## src/rtl/pix_shifter_pkg.sv

```systemverilog
// Shared types and defaults for the pix_shifter planar pixel serializer.
package pix_shifter_pkg;

  typedef enum logic {
    EMPTY = 1'b0,
    SHIFT = 1'b1
  } shiftState_e;

  localparam int DEFAULT_PLANES = 2;
  localparam int DEFAULT_WIDTH  = 8;

  // Lowest bit of bitplane 'plane' inside a packed planar word.
  function automatic int planeLsb(input int plane, input int width);
    return plane * width;
  endfunction

endpackage

```

## src/rtl/pix_plane_sr.sv

```systemverilog
// One bitplane load-and-shift register (LS194-style): parallel load wins over
// shift, flip selects which end feeds the output and the shift direction.
module pix_plane_sr #(
  parameter int WIDTH = 8
) (
  input  logic             clk_i,
  input  logic             rst_i,
  input  logic             load_i,
  input  logic [WIDTH-1:0] loadData_i,
  input  logic             shift_i,
  input  logic             flip_i,
  output logic             outBit_o
);

  logic [WIDTH-1:0] data_q;
  logic [WIDTH-1:0] data_d;

  // Data always moves toward the output end with zero fill behind it.
  always_comb begin
    data_d = data_q;
    if (load_i) begin
      data_d = loadData_i;
    end else if (shift_i) begin
      data_d = flip_i ? {1'b0, data_q[WIDTH-1:1]} : {data_q[WIDTH-2:0], 1'b0};
    end
  end

  always_ff @(posedge clk_i or posedge rst_i) begin
    if (rst_i) begin
      data_q <= '0;
    end else begin
      data_q <= data_d;
    end
  end

  assign outBit_o = flip_i ? data_q[0] : data_q[WIDTH-1];

endmodule

```

## src/rtl/pix_shifter.sv

```systemverilog
// Planar pixel serializer: one-deep holding latch feeding PLANES shift registers.
// Optional PIX_SHIFTER_BLANK_EN adds blank_i, which zeroes the registered pixel output.
module pix_shifter
  import pix_shifter_pkg::*;
#(
  parameter int PLANES = DEFAULT_PLANES,
  parameter int WIDTH  = DEFAULT_WIDTH
) (
  input  logic                    clk_i,
  input  logic                    rst_i,
`ifdef PIX_SHIFTER_BLANK_EN
  input  logic                    blank_i,
`endif
  input  logic                    pixen_i,
  input  logic [PLANES*WIDTH-1:0] din_i,
  input  logic                    dflip_i,
  input  logic                    dvalid_i,
  output logic                    dready_o,
  output logic [PLANES-1:0]       pix_o,
  output logic                    pixvalid_o,
  output logic                    underrun_o
);

  localparam int CNT_W = $clog2(WIDTH);
  localparam logic [CNT_W-1:0] LAST_CNT = CNT_W'(WIDTH - 1);

  shiftState_e             state_q, state_d;
  logic [CNT_W-1:0]        cnt_q, cnt_d;
  logic                    flip_q, flip_d;
  logic                    holdValid_q, holdValid_d;
  logic [PLANES*WIDTH-1:0] holdData_q, holdData_d;
  logic                    holdFlip_q, holdFlip_d;
  logic                    readyEn_q;
  logic [PLANES-1:0]       pix_q, pix_d;
  logic                    pixValid_q, pixValid_d;
  logic                    underrun_q, underrun_d;
  logic                    loadSr;
  logic                    shiftSr;
  logic                    accept;
  logic [PLANES-1:0]       planeBit;

  // readyEn_q keeps dready low until the first edge after reset release.
  assign dready_o = readyEn_q & ~holdValid_q;
  assign accept   = dvalid_i & dready_o;

  for (genvar p = 0; p < PLANES; p++) begin : g_plane
    pix_plane_sr #(.WIDTH(WIDTH)) u_sr (
      .clk_i      (clk_i),
      .rst_i      (rst_i),
      .load_i     (loadSr),
      .loadData_i (holdData_q[planeLsb(p, WIDTH) +: WIDTH]),
      .shift_i    (shiftSr),
      .flip_i     (flip_q),
      .outBit_o   (planeBit[p])
    );
  end

  always_comb begin
    state_d     = state_q;
    cnt_d       = cnt_q;
    flip_d      = flip_q;
    holdValid_d = holdValid_q;
    holdData_d  = holdData_q;
    holdFlip_d  = holdFlip_q;
    pix_d       = pix_q;
    pixValid_d  = pixValid_q;
    underrun_d  = 1'b0;
    loadSr      = 1'b0;
    shiftSr     = 1'b0;

    case (state_q)
      EMPTY: begin
        if (pixen_i) begin
          pix_d      = '0;
          pixValid_d = 1'b0;
          underrun_d = 1'b1;
        end
        if (holdValid_q) begin
          loadSr      = 1'b1;
          state_d     = SHIFT;
          cnt_d       = '0;
          flip_d      = holdFlip_q;
          holdValid_d = 1'b0;
        end
      end
      SHIFT: begin
        if (pixen_i) begin
          pix_d      = planeBit;
          pixValid_d = 1'b1;
          shiftSr    = 1'b1;
          cnt_d      = cnt_q + CNT_W'(1);
          // Last pixel: reload from holding in the same edge for a gapless stream.
          if (cnt_q == LAST_CNT) begin
            cnt_d = '0;
            if (holdValid_q) begin
              loadSr      = 1'b1;
              flip_d      = holdFlip_q;
              holdValid_d = 1'b0;
            end else begin
              state_d = EMPTY;
            end
          end
        end
      end
      default: state_d = EMPTY;
    endcase

    if (accept) begin
      holdValid_d = 1'b1;
      holdData_d  = din_i;
      holdFlip_d  = dflip_i;
    end

`ifdef PIX_SHIFTER_BLANK_EN
    if (blank_i) begin
      pix_d      = '0;
      pixValid_d = 1'b0;
    end
`endif
  end

  always_ff @(posedge clk_i or posedge rst_i) begin
    if (rst_i) begin
      state_q     <= EMPTY;
      cnt_q       <= '0;
      flip_q      <= 1'b0;
      holdValid_q <= 1'b0;
      holdData_q  <= '0;
      holdFlip_q  <= 1'b0;
      readyEn_q   <= 1'b0;
      pix_q       <= '0;
      pixValid_q  <= 1'b0;
      underrun_q  <= 1'b0;
    end else begin
      state_q     <= state_d;
      cnt_q       <= cnt_d;
      flip_q      <= flip_d;
      holdValid_q <= holdValid_d;
      holdData_q  <= holdData_d;
      holdFlip_q  <= holdFlip_d;
      readyEn_q   <= 1'b1;
      pix_q       <= pix_d;
      pixValid_q  <= pixValid_d;
      underrun_q  <= underrun_d;
    end
  end

  assign pix_o      = pix_q;
  assign pixvalid_o = pixValid_q;
  assign underrun_o = underrun_q;

endmodule
```

## config.mk

```make
export PLATFORM = sky130hd
export DESIGN_NAME = pix_shifter
export DESIGN_NICKNAME = d
export VERILOG_FILES = /design/src/rtl/pix_shifter_pkg.sv /design/src/rtl/pix_plane_sr.sv /design/src/rtl/pix_shifter.sv
export SDC_FILE = /design/constraint.sdc
export NUM_CORES = 1
export LEC_CHECK = 0
export CORE_UTILIZATION = 50
export DETAILED_ROUTE_END_ITERATION = 6
export MAX_ROUTING_LAYER = met4
export PLACE_DENSITY = 0.74
export SYNTH_ARGS = -nofsm -noshare
export SYNTH_HDL_FRONTEND = slang
export SYNTH_SLANG_ARGS = --single-unit
```

## constraint.sdc

```tcl
create_clock -name clk_i -period 4.01 [get_ports clk_i]
set_input_delay 1.203 -clock clk_i [delete_from_list [all_inputs] [get_ports clk_i]]
set_output_delay 1.203 -clock clk_i [all_outputs]
set_load 0.01 [all_outputs]
```

==> summary.txt <==
Worst setup path
  – Worst R2R Path Depth: 3
  – Stages on the worst setup path: 2
  – Critical path buffer and inverter count: 1
  – CP top delay family: flip-flops
  – Critical R2R Capture: holdData_q[5]
  – Maximum single-stage delay on the critical path: 650 ps
  – First element of the critical path: holdValid_q
  – Critical-path cell with the highest stage delay: sky130_fd_sc_hd__dfrtp_1
  – Category of the worst setup path capture point: output pin
  – Reg2reg setup slack: 1920 ps
  – Arrival @ worst endpoint: 1760 ps
  – Ordered list of cells on the worst path: nor2b_1 > clkdlybuf4s50_1
  – Category of the critical setup timing path: reg -> out
  – Worst-path maximum fanout: 21
  – Worst path required time: 2810 ps
  – Critical R2R Launch: holdValid_q
  – Nature of the critical path startpoint: flop
  – Capture point of the worst path: dready_o

Power and ir drop
  – Maximum vdd drop: 0.3293 mV
  – Clock network fraction of total power: 0.166
  – Power Internal: 0.001162 W
  – Part of the total power dissipated in sequential elements: 0.493
  – Sw Share: 0.3161
  – Net Switching: 0.0005371 W
  – Combinational Power Share: 0.341
  – Leak Pwr: 1.077 nW
  – Total power divided by cell area: 679.0 nW/µm²

Placed design
  – HPWL Detailed: 2644 µm
  – Port buffer count: 25
  – Routability cong.: 0.7841

Synth
  – Register area share after synthesis: 0.5104
  – Dominant cells by area after synthesis: sky130_fd_sc_hd__dfrtp_1 51%, sky130_fd_sc_hd__mux2_2 10%, sky130_fd_sc_hd__o221a_4 9.3%
  – Gate count after technology mapping: 165
  – Number of library cell types mapped by synthesis: 26
  – Post-synth EDFFs: 0
  – Leading cell types by count after synthesis: 44 x sky130_fd_sc_hd__dfrtp_1, 20 x sky130_fd_sc_hd__mux2_2, 17 x sky130_fd_sc_hd__nand2_1
  – Cell type with the largest total area after synthesis: sky130_fd_sc_hd__dfrtp_1
  – Net Count, Synth: 188
  – Prevailing post-synth register cell: sky130_fd_sc_hd__dfrtp_1
  – Post-Synthesis Cell Area: 2157 µm²
  – #FFs+latches synth: 44
  – Yosys warns: 0
  – Most frequently used cell type in the post-synthesis netlist: sky130_fd_sc_hd__dfrtp_1
  – Area share of the largest cell type after synthesis: 0.5104
  – Synthesized area per cell: 13.07 µm²
  – Share of synthesized flip-flops with an asynchronous set or reset: 1.000

Drt
  – Routed wire length: 3811 µm
  – Wire length per cell: 16.01 µm
  – Number of nets with antenna violations after routing: 0
  – Count of unresolved DRC violations after routing: 0
  – Number of search-and-repair iterations in the first detailed-routing pass: 4
  – Detailed-route via count: 1364
  – Initial drt markers: 91
  – Vias per Instance: 5.731

STA
  – Worst setup skew after layout: 5.778 ps
  – Final setup TNS: 0 ps
  – Max transition margin: 0.3529
  – Worst slew pin tran: 969.5 ps
  – Tcrit/Tclk final: 0.7395
  – Unrepaired setup endpoints after global routing: no
  – Minimum clock period after layout: 2966 ps
  – Number of pins exceeding their max-slew limit in the final report: 0
  – Final number of hold-violating endpoints: 0
  – Peak Freq: 337.2 MHz
  – Count of endpoints failing setup in the final report: 0

Clocking
  – Setup fix buffers added after clock tree synthesis: 0
  – Number of hold buffers added after cts: 0
  – Resized cells post-CTS: 0
  – Clock sink count: 44
  – Source-to-sink clock delay at the later pin of the worst-skew pair: 300 ps
  – Clock tree from TritonCTS: done
  – # H-tree levels: 2
  – Number of buffers on the longest clock path: 2
  – Clock-pin slew on the worst setup and hold paths: 70 ps
  – CTS Buf Count: 5
  – Root buffer selected by CTS: sky130_fd_sc_hd__clkbuf_8

Die
  – Effective utilization at floorplan: 0.5316
  – I/O pin total: 26
  – Floorplan core area: 4058 µm²
  – Die Area: 4581 µm²
  – DIE HEIGHT: 67.68 µm
  – Count of standard-cell rows: 23
  – Die outline width: 67.68 µm

Run status
  – Run status: completed

Global routing
  – Maximum number of pins on one net before global-route repair: 27
  – Via count of the first global-routing pass: 1442
  – Global-route wire length before repair: 6644 µm
  – Aggregate global routing overflow: 0
  – Number of antenna violations at the first check in global routing: 0
  – Global-route usage over all layers: 0.2086

Worst hold path
  – Path category of the worst min-delay check: reg -> reg

Flow run
  – Max-capacitance violation count: 0

Final layout
  – N_diodes: 0
  – Layout overhead on the synthesized area: 16.01%
  – Fraction of final layout cells with drive strength greater than 1: 0.2287
  – Net count reported at finish: 210
  – Utilization of the core after routing: 0.6167
## power groups by stage
| stage | sequential (W) | clock [W] | combinational [W] |
|---|---|---|---|
| 3_3_place_gp | 0.000837 | 0 | 0.000557 |
| 4_1_cts | 0.000840 | 0.000294 | 0.000586 |
| 5_1_grt | 0.000870 | 0.000312 | 0.000637 |
| 3_5_place_dp | 0.000848 | 0 | 0.000583 |
| 2_1_floorplan | 0.000746 | 0 | 0.000533 |
| 6_report | 0.000837 | 0.000282 | 0.000580 |
## state kept, by name, indices dropped and copies added (netlist names)
| signal | count |
|---|---|
| flip_q | 1 |
| pixvalid_o | 1 |
| readyEn_q | 1 |
| g_plane.u_sr.data_q | 16 |
| holdValid_q | 1 |
| holdData_q | 16 |
| cnt_q | 3 |
| state_q | 1 |
| pix_o | 2 |
| holdFlip_q | 1 |
| underrun_o | 1 |
## worst min path at each step
stage	endpoint	slack (ps)	startpoint	depth (start not counted)
4_1_cts	flip_q	500	holdFlip_q	1
6_report	holdData_q[12]	500	holdData_q[12]	1
2_1_floorplan	flip_q	460	holdFlip_q	1
5_1_grt	holdData_q[14]	530	holdData_q[14]	1
3_3_place_gp	cnt_q[1]	480	cnt_q[1]	1
3_5_place_dp	flip_q	490	holdFlip_q	1
## through the flow
step                hold WS [ps]  setup slack, ps  power, W  instances  instance area, µm²
floorplan                  458.5             1772  0.001279        165                2157
global placement           481.4            995.4  0.001394        230                2412
detailed placement         486.2            955.2  0.001432        230                2412
CTS                        503.8             1044  0.001720        238                2502
global route               530.4            971.9  0.001820        238                2502
finish                     498.9             1044  0.001699        238                2502
## metal layers
layer  share of wire  GRT usage  routed length (µm)
met5               0          -                   0
met4           0.021     0.1117                  79
met3           0.050    0.04561                 191
met2            0.50     0.3453                1920
met1            0.43     0.2329                1620
## layout make-up
class	count	area, µm²
fill	303	1555
sequential	44	1101
multi-input combinational	98	934.6
timing repair buffer	29	280.3
clock buffer	8	90.09
tap	50	62.56
inverter	9	33.78
## layout by cell type, fill, tap and decap left out, types with 2 or more instances in the layout
cell | netlist | layout
sky130_fd_sc_hd__o22ai_1 | 2 | 2
sky130_fd_sc_hd__ha_1 | 2 | 2
sky130_fd_sc_hd__dfrtp_1 | 44 | 44
sky130_fd_sc_hd__a221oi_2 | 2 | 2
sky130_fd_sc_hd__a211oi_1 | 4 | 4
sky130_fd_sc_hd__a221o_1 | 4 | 4
sky130_fd_sc_hd__clkdlybuf4s50_1 | 0 | 25
sky130_fd_sc_hd__o221a_4 | 10 | 10
sky130_fd_sc_hd__nand2_1 | 17 | 17
sky130_fd_sc_hd__mux2i_1 | 13 | 13
sky130_fd_sc_hd__a2111oi_0 | 2 | 2
sky130_fd_sc_hd__mux2_2 | 20 | 20
sky130_fd_sc_hd__buf_4 | 1 | 4
sky130_fd_sc_hd__nand3b_1 | 10 | 10
sky130_fd_sc_hd__clkbuf_8 | 0 | 6
sky130_fd_sc_hd__clkbuf_1 | 3 | 2
sky130_fd_sc_hd__o21ai_0 | 2 | 2
sky130_fd_sc_hd__inv_1 | 9 | 9
sky130_fd_sc_hd__nor2b_1 | 2 | 2
sky130_fd_sc_hd__a32o_1 | 2 | 2
## cells by family (layout without fill, tap and decap cells)
kind of cell / after synthesis / after routing / share of synthesized area
mux: 34 / 34 / 0.1700
other cells: 1 / 1 / 0.001738
buf+inv: 23 / 46 / 0.05626
flops: 44 / 44 / 0.5104
simple gates: 32 / 32 / 0.07830
fa+ha+maj: 2 / 2 / 0.01160
compound gates: 29 / 29 / 0.1717
(Power assumes the default switching activity.)
